==> src/rtl/instr_stream_encoder.sv <==
// rtl/instr_stream_encoder.sv - encodes instruction requests into MIPS words and streams them to instruction memory
// Optional $zero-destination rejection is enabled by defining ENC_ZERO_DEST_CHECK_EN.
module instr_stream_encoder #(
  parameter int ADDR_W     = 10,
  parameter int FIFO_DEPTH = 4
) (
  input  logic              clk,
  input  logic              rst,
  input  logic              start,
  input  logic [ADDR_W-1:0] base_addr,
  input  logic              req_valid,
  output logic              req_ready,
  input  logic [2:0]        req_op,
  input  logic [4:0]        req_rs,
  input  logic [4:0]        req_rt,
  input  logic [4:0]        req_rd,
  input  logic [15:0]       req_imm,
  input  logic              req_last,
  output logic              imem_we,
  output logic [ADDR_W-1:0] imem_addr,
  output logic [31:0]       imem_wdata,
  input  logic              imem_busy,
  output logic              done,
  output logic [15:0]       words_written,
  output logic              err_zero
);

  localparam int PTR_W = $clog2(FIFO_DEPTH);

  typedef enum logic [1:0] {
    S_IDLE,
    S_LOAD,
    S_DRAIN,
    S_DONE
  } state_t;

  state_t            r_state;
  logic [31:0]       r_fifo [FIFO_DEPTH];
  logic [PTR_W-1:0]  r_wptr;
  logic [PTR_W-1:0]  r_rptr;
  logic [PTR_W:0]    r_count;
  logic [ADDR_W-1:0] r_addr;
  logic              r_imem_we;
  logic [ADDR_W-1:0] r_imem_addr;
  logic [31:0]       r_imem_wdata;
  logic              r_done;
  logic [15:0]       r_words;
  logic              r_err_zero;

  logic        w_full;
  logic        w_empty;
  logic        w_accept;
  logic        w_zero_dest;
  logic        w_push;
  logic        w_pop;
  logic        w_wr_done;
  logic        w_is_rtype;
  logic [5:0]  w_funct;
  logic [31:0] w_enc;

  assign w_full     = (r_count == (PTR_W+1)'(FIFO_DEPTH));
  assign w_empty    = (r_count == '0);
  assign req_ready  = (r_state == S_LOAD) && !w_full;
  assign w_accept   = req_valid && req_ready;
  assign w_is_rtype = (req_op <= 3'd4);

`ifdef ENC_ZERO_DEST_CHECK_EN
  assign w_zero_dest = (w_is_rtype && (req_rd == 5'd0)) || ((req_op == 3'd5) && (req_rt == 5'd0));
`else
  assign w_zero_dest = 1'b0;
`endif

  assign w_push    = w_accept && !w_zero_dest;
  assign w_wr_done = r_imem_we && !imem_busy;
  // The output register is reusable on the same edge its current word completes.
  assign w_pop     = !w_empty && (!r_imem_we || !imem_busy);

  always_comb begin
    w_funct = 6'b100000;
    w_enc   = 32'd0;
    case (req_op)
      3'd0: w_funct = 6'b100000;
      3'd1: w_funct = 6'b100010;
      3'd2: w_funct = 6'b100100;
      3'd3: w_funct = 6'b100101;
      3'd4: w_funct = 6'b101010;
      default: w_funct = 6'b100000;
    endcase
    case (req_op)
      3'd5:    w_enc = {6'b100011, req_rs, req_rt, req_imm};
      3'd6:    w_enc = {6'b101011, req_rs, req_rt, req_imm};
      3'd7:    w_enc = {6'b000100, req_rs, req_rt, req_imm};
      default: w_enc = {6'b000000, req_rs, req_rt, req_rd, 5'b00000, w_funct};
    endcase
  end

  always_ff @(posedge clk) begin
    if (w_push) begin
      r_fifo[r_wptr] <= w_enc;
    end
  end

  always_ff @(posedge clk or posedge rst) begin
    if (rst) begin
      r_state      <= S_IDLE;
      r_wptr       <= '0;
      r_rptr       <= '0;
      r_count      <= '0;
      r_addr       <= '0;
      r_imem_we    <= 1'b0;
      r_imem_addr  <= '0;
      r_imem_wdata <= 32'd0;
      r_done       <= 1'b0;
      r_words      <= 16'd0;
      r_err_zero   <= 1'b0;
    end else begin
      r_done     <= 1'b0;
      r_err_zero <= w_accept && w_zero_dest;

      if (w_push) begin
        r_wptr <= r_wptr + PTR_W'(1);
      end
      if (w_pop) begin
        r_rptr <= r_rptr + PTR_W'(1);
      end
      case ({w_push, w_pop})
        2'b10:   r_count <= r_count + (PTR_W+1)'(1);
        2'b01:   r_count <= r_count - (PTR_W+1)'(1);
        default: r_count <= r_count;
      endcase

      if (w_pop) begin
        r_imem_we    <= 1'b1;
        r_imem_addr  <= r_addr;
        r_imem_wdata <= r_fifo[r_rptr];
      end else if (w_wr_done) begin
        r_imem_we <= 1'b0;
      end

      if (w_wr_done && (r_words != 16'hFFFF)) begin
        r_words <= r_words + 16'd1;
      end

      case (r_state)
        S_IDLE: begin
          if (start) begin
            r_state <= S_LOAD;
            r_addr  <= base_addr;
            r_words <= 16'd0;
          end
        end
        S_LOAD: begin
          if (w_pop) begin
            r_addr <= r_addr + ADDR_W'(4);
          end
          if (w_accept && req_last) begin
            r_state <= S_DRAIN;
          end
        end
        S_DRAIN: begin
          if (w_pop) begin
            r_addr <= r_addr + ADDR_W'(4);
          end
          if (w_empty && !r_imem_we) begin
            r_state <= S_DONE;
            r_done  <= 1'b1;
          end
        end
        S_DONE: begin
          r_state <= S_IDLE;
        end
        default: r_state <= S_IDLE;
      endcase
    end
  end

  assign imem_we       = r_imem_we;
  assign imem_addr     = r_imem_addr;
  assign imem_wdata    = r_imem_wdata;
  assign done          = r_done;
  assign words_written = r_words;
  assign err_zero      = r_err_zero;

endmodule

==> config.mk <==
export PLATFORM = sky130hd
export DESIGN_NAME = instr_stream_encoder
export DESIGN_NICKNAME = d
export VERILOG_FILES = /design/src/rtl/instr_stream_encoder.sv
export SDC_FILE = /design/constraint.sdc
export NUM_CORES = 1
export LEC_CHECK = 0
export CAP_MARGIN = 10
export CORE_MARGIN = 2
export CORE_UTILIZATION = 55
export DETAILED_ROUTE_END_ITERATION = 16
export PLACE_DENSITY = 0.8
export SLEW_MARGIN = 20
export SYNTH_ARGS = -nofsm -noshare
export SYNTH_HDL_FRONTEND = slang
export SYNTH_SLANG_ARGS = --single-unit
==> constraint.sdc <==
create_clock -name clk -period 2.5 [get_ports clk]
set_input_delay 0.375 -clock clk [delete_from_list [all_inputs] [get_ports clk]]
set_output_delay 0.375 -clock clk [all_outputs]
set_load 0.01 [all_outputs]
==> impl_metrics.ini <==
[worst_setup_path]
startpoint = r_count[0]
startpoint_type = flop
r2r_end = r_count[2]
r2r_start = r_count[0]
worstPathArrival_ns = 1.99
required_ns = 2.12
end_kind = primary output
critPathCapture = req_ready
ff2ff_setup_slack_ns = 0.17
worstRegToRegCells = 9
cp_max_fo = 4
critPathKind = reg -> out

[sta]
worstMarginPinSlew_ns = 0.7962
hold_violations = 0
tns_ns = 0
slew_headroom = 0.4681
fmax_mhz = 422.8
period_minus_slack_ns = 2.365
whs_ns = 0.2486
fin_worst_skew_ns = 0.009442
drv_slew = 0
setup_violations = 0
post-route-period-util = 0.9462
rsz0062_at_grt = false

[floorplan]
ios = 112
rows = 44
die_x_um = 124.7
dieArea_um2 = 15540
core_area_um2 = 14370
dieHeight_um = 124.7
start_util = 0.5574

[route]
num_vias = 5123
dr.pass1.iters = 5
ant_nets = 0
viasPerCell = 5.667
drc = 0
wl_per_cell_um = 18.44
drt_iter0_drc = 431
wirelength_um = 16670

[final_layout]
final_cell_mix = nand2_1 (149), edfxtp_1 (116), clkdlybuf4s50_1 (109)
postLayoutCellArea_um2 = 9948
layout-drive-gt1-share = 0.1292
final_nets = 768
final_common_cell = nand2_1
syn_to_final_growth_pct = 24.21
n_fill_cell = 961
antenna_cells = 0

[clocking]
cts_setup_buffers = 0
cts_tree = built
clk-insertion-delay-late_ns = 0.42
clock-sinks = 192
cts_resized = 0
clk_pin_slew_worst_paths_ns = 0.06
cts-root-buf = clkbuf_16
ctsHoldBuffers = 0
numCtsBuffers = 17
clk_path_buf_depth = 2
htreeDepth = 4

[power]
power_density_nw_per_um2 = 1099
vdd_drop_max_mv = 0.7386
power.leakage_uw = 0.003854

[global_route]
grt_pass1_wl_um = 27100
track_usage = 0.2255
antenna_found_initial = 0
grt_pass1_vias = 5280
grt_max_degree = 59
grt_overflow = 0

[yosys]
netlist_area_um2 = 8009
synth_flop_cell = edfxtp_1
syn_avg_cell_area_um2 = 13.53
synth_cell_types = 54
synthCells = 592
ys_seq_elements = 192
ys_warn_count = 0
ys_seq_area_frac = 0.6724
synth-edff-count = 116
synthArstFlopShare = 0.3958

[place]
io_buffers = 109
dp.final_hpwl_um = 10750
dpl-instance-area_um2 = 9389
gp_congestion = 0.8347

[outcome]
status = complete, no violations

[flow_run]
cap_violations = 0

[hold_path]
hp-class = in -> async
state kept, by name, summed over array words and instances, names as in the netlist:
register	count
r_state	2
r_count	3
imem_we	1
r_fifo	116
words_written	16
r_addr	10
done	1
r_wptr	2
r_rptr	2
imem_wdata	29
imem_addr	10
kinds of logic after synthesis:
logic type,Yosys count,share of synthesized area
and+or+nand+nor,234,0.1356
DFF,192,0.6724
AOI/OAI and AO/OA,60,0.04531
buffers and inverters,48,0.02609
muxes,38,0.09327
adders and majority gates,11,0.01812
xor gates and xnor gates,8,0.008749
other,1,0.0004682
report_power, final:
group / switching, µW / internal [µW]
Sequential: 517 / 4060
Combinational: 1880 / 1920
Clock: 1100 / 1460
how the worst min path moves through the flow:
stage,end,cells after the start,start
floorplan,imem_addr[0],2,r_addr[0]
global placement,imem_wdata[14],2,imem_wdata[14]
detailed placement,imem_addr[8],2,imem_addr[8]
CTS,imem_wdata[18],2,rst
global route,imem_wdata[7],2,rst
finish,imem_wdata[18],2,rst
cell usage after synthesis, types with 3 or more instances:
cell type / n / area (µm²)
a21oi_1: 27 / 135.1
and2_1: 14 / 87.58
and3_1: 5 / 31.28
buf_2: 5 / 25.02
buf_4: 4 / 30.03
clkbuf_1: 21 / 78.83
dfrtp_1: 76 / 1902
edfxtp_1: 116 / 3483
ha_1: 10 / 125.1
inv_1: 16 / 60.06
mux2_2: 3 / 33.78
mux2i_1: 6 / 60.06
mux4_2: 29 / 653.1
nand2_1: 149 / 559.3
nand2b_1: 5 / 31.28
nand3_1: 9 / 45.04
nand4_1: 6 / 37.54
nor2_1: 13 / 48.80
nor2b_1: 5 / 31.28
nor3_1: 5 / 25.02
nor4_2: 3 / 37.54
o21ai_0: 13 / 65.06
o31ai_1: 4 / 30.03
or3_1: 3 / 18.77
or4_1: 3 / 22.52
xnor2_1: 5 / 43.79
xor2_1: 3 / 26.28
per-layer routing:
layer | vias up | global-route usage | routed length, µm
met5 | - | 0 | 0
met2 | 183 | 0.3886 | 8774
met1 | 2568 | 0.2882 | 6861
met4 | 0 | 0.07535 | 222
met3 | 16 | 0.04596 | 810
li1 | 2356 | - | -
critical path, stage by stage, from the launching register on:
cell and delay [ns]:
dfrtp_1 0.43, or3b_2 0.49, and2_1 0.18, clkdlybuf4s50_1 0.48
area by class of cell:
type	instances	area, µm²	share of cell area
clock buffers	20	436.7	0.04389
multi-input cells	353	2431	0.2444
repair buffers	126	1281	0.1288
well taps	184	230.2	0.02314
clock inverters	12	117.6	0.01182
flip-flops and latches	192	5386	0.5414
inverters	17	65.06	0.006540
stage by stage:
stage	power, µW	setup slack, ns	utilization	instances
2_1_floorplan	6857	0.1867	-	593
3_3_place_gp	8228	0.1958	0.6534	872
3_5_place_dp	8426	0.08663	0.6534	872
4_1_cts	11010	0.05875	0.6920	904
5_1_grt	11570	0.04038	0.6924	904
6_report	10930	0.1346	0.6924	904
No activity file was read; power rests on OpenSTA's default activity.
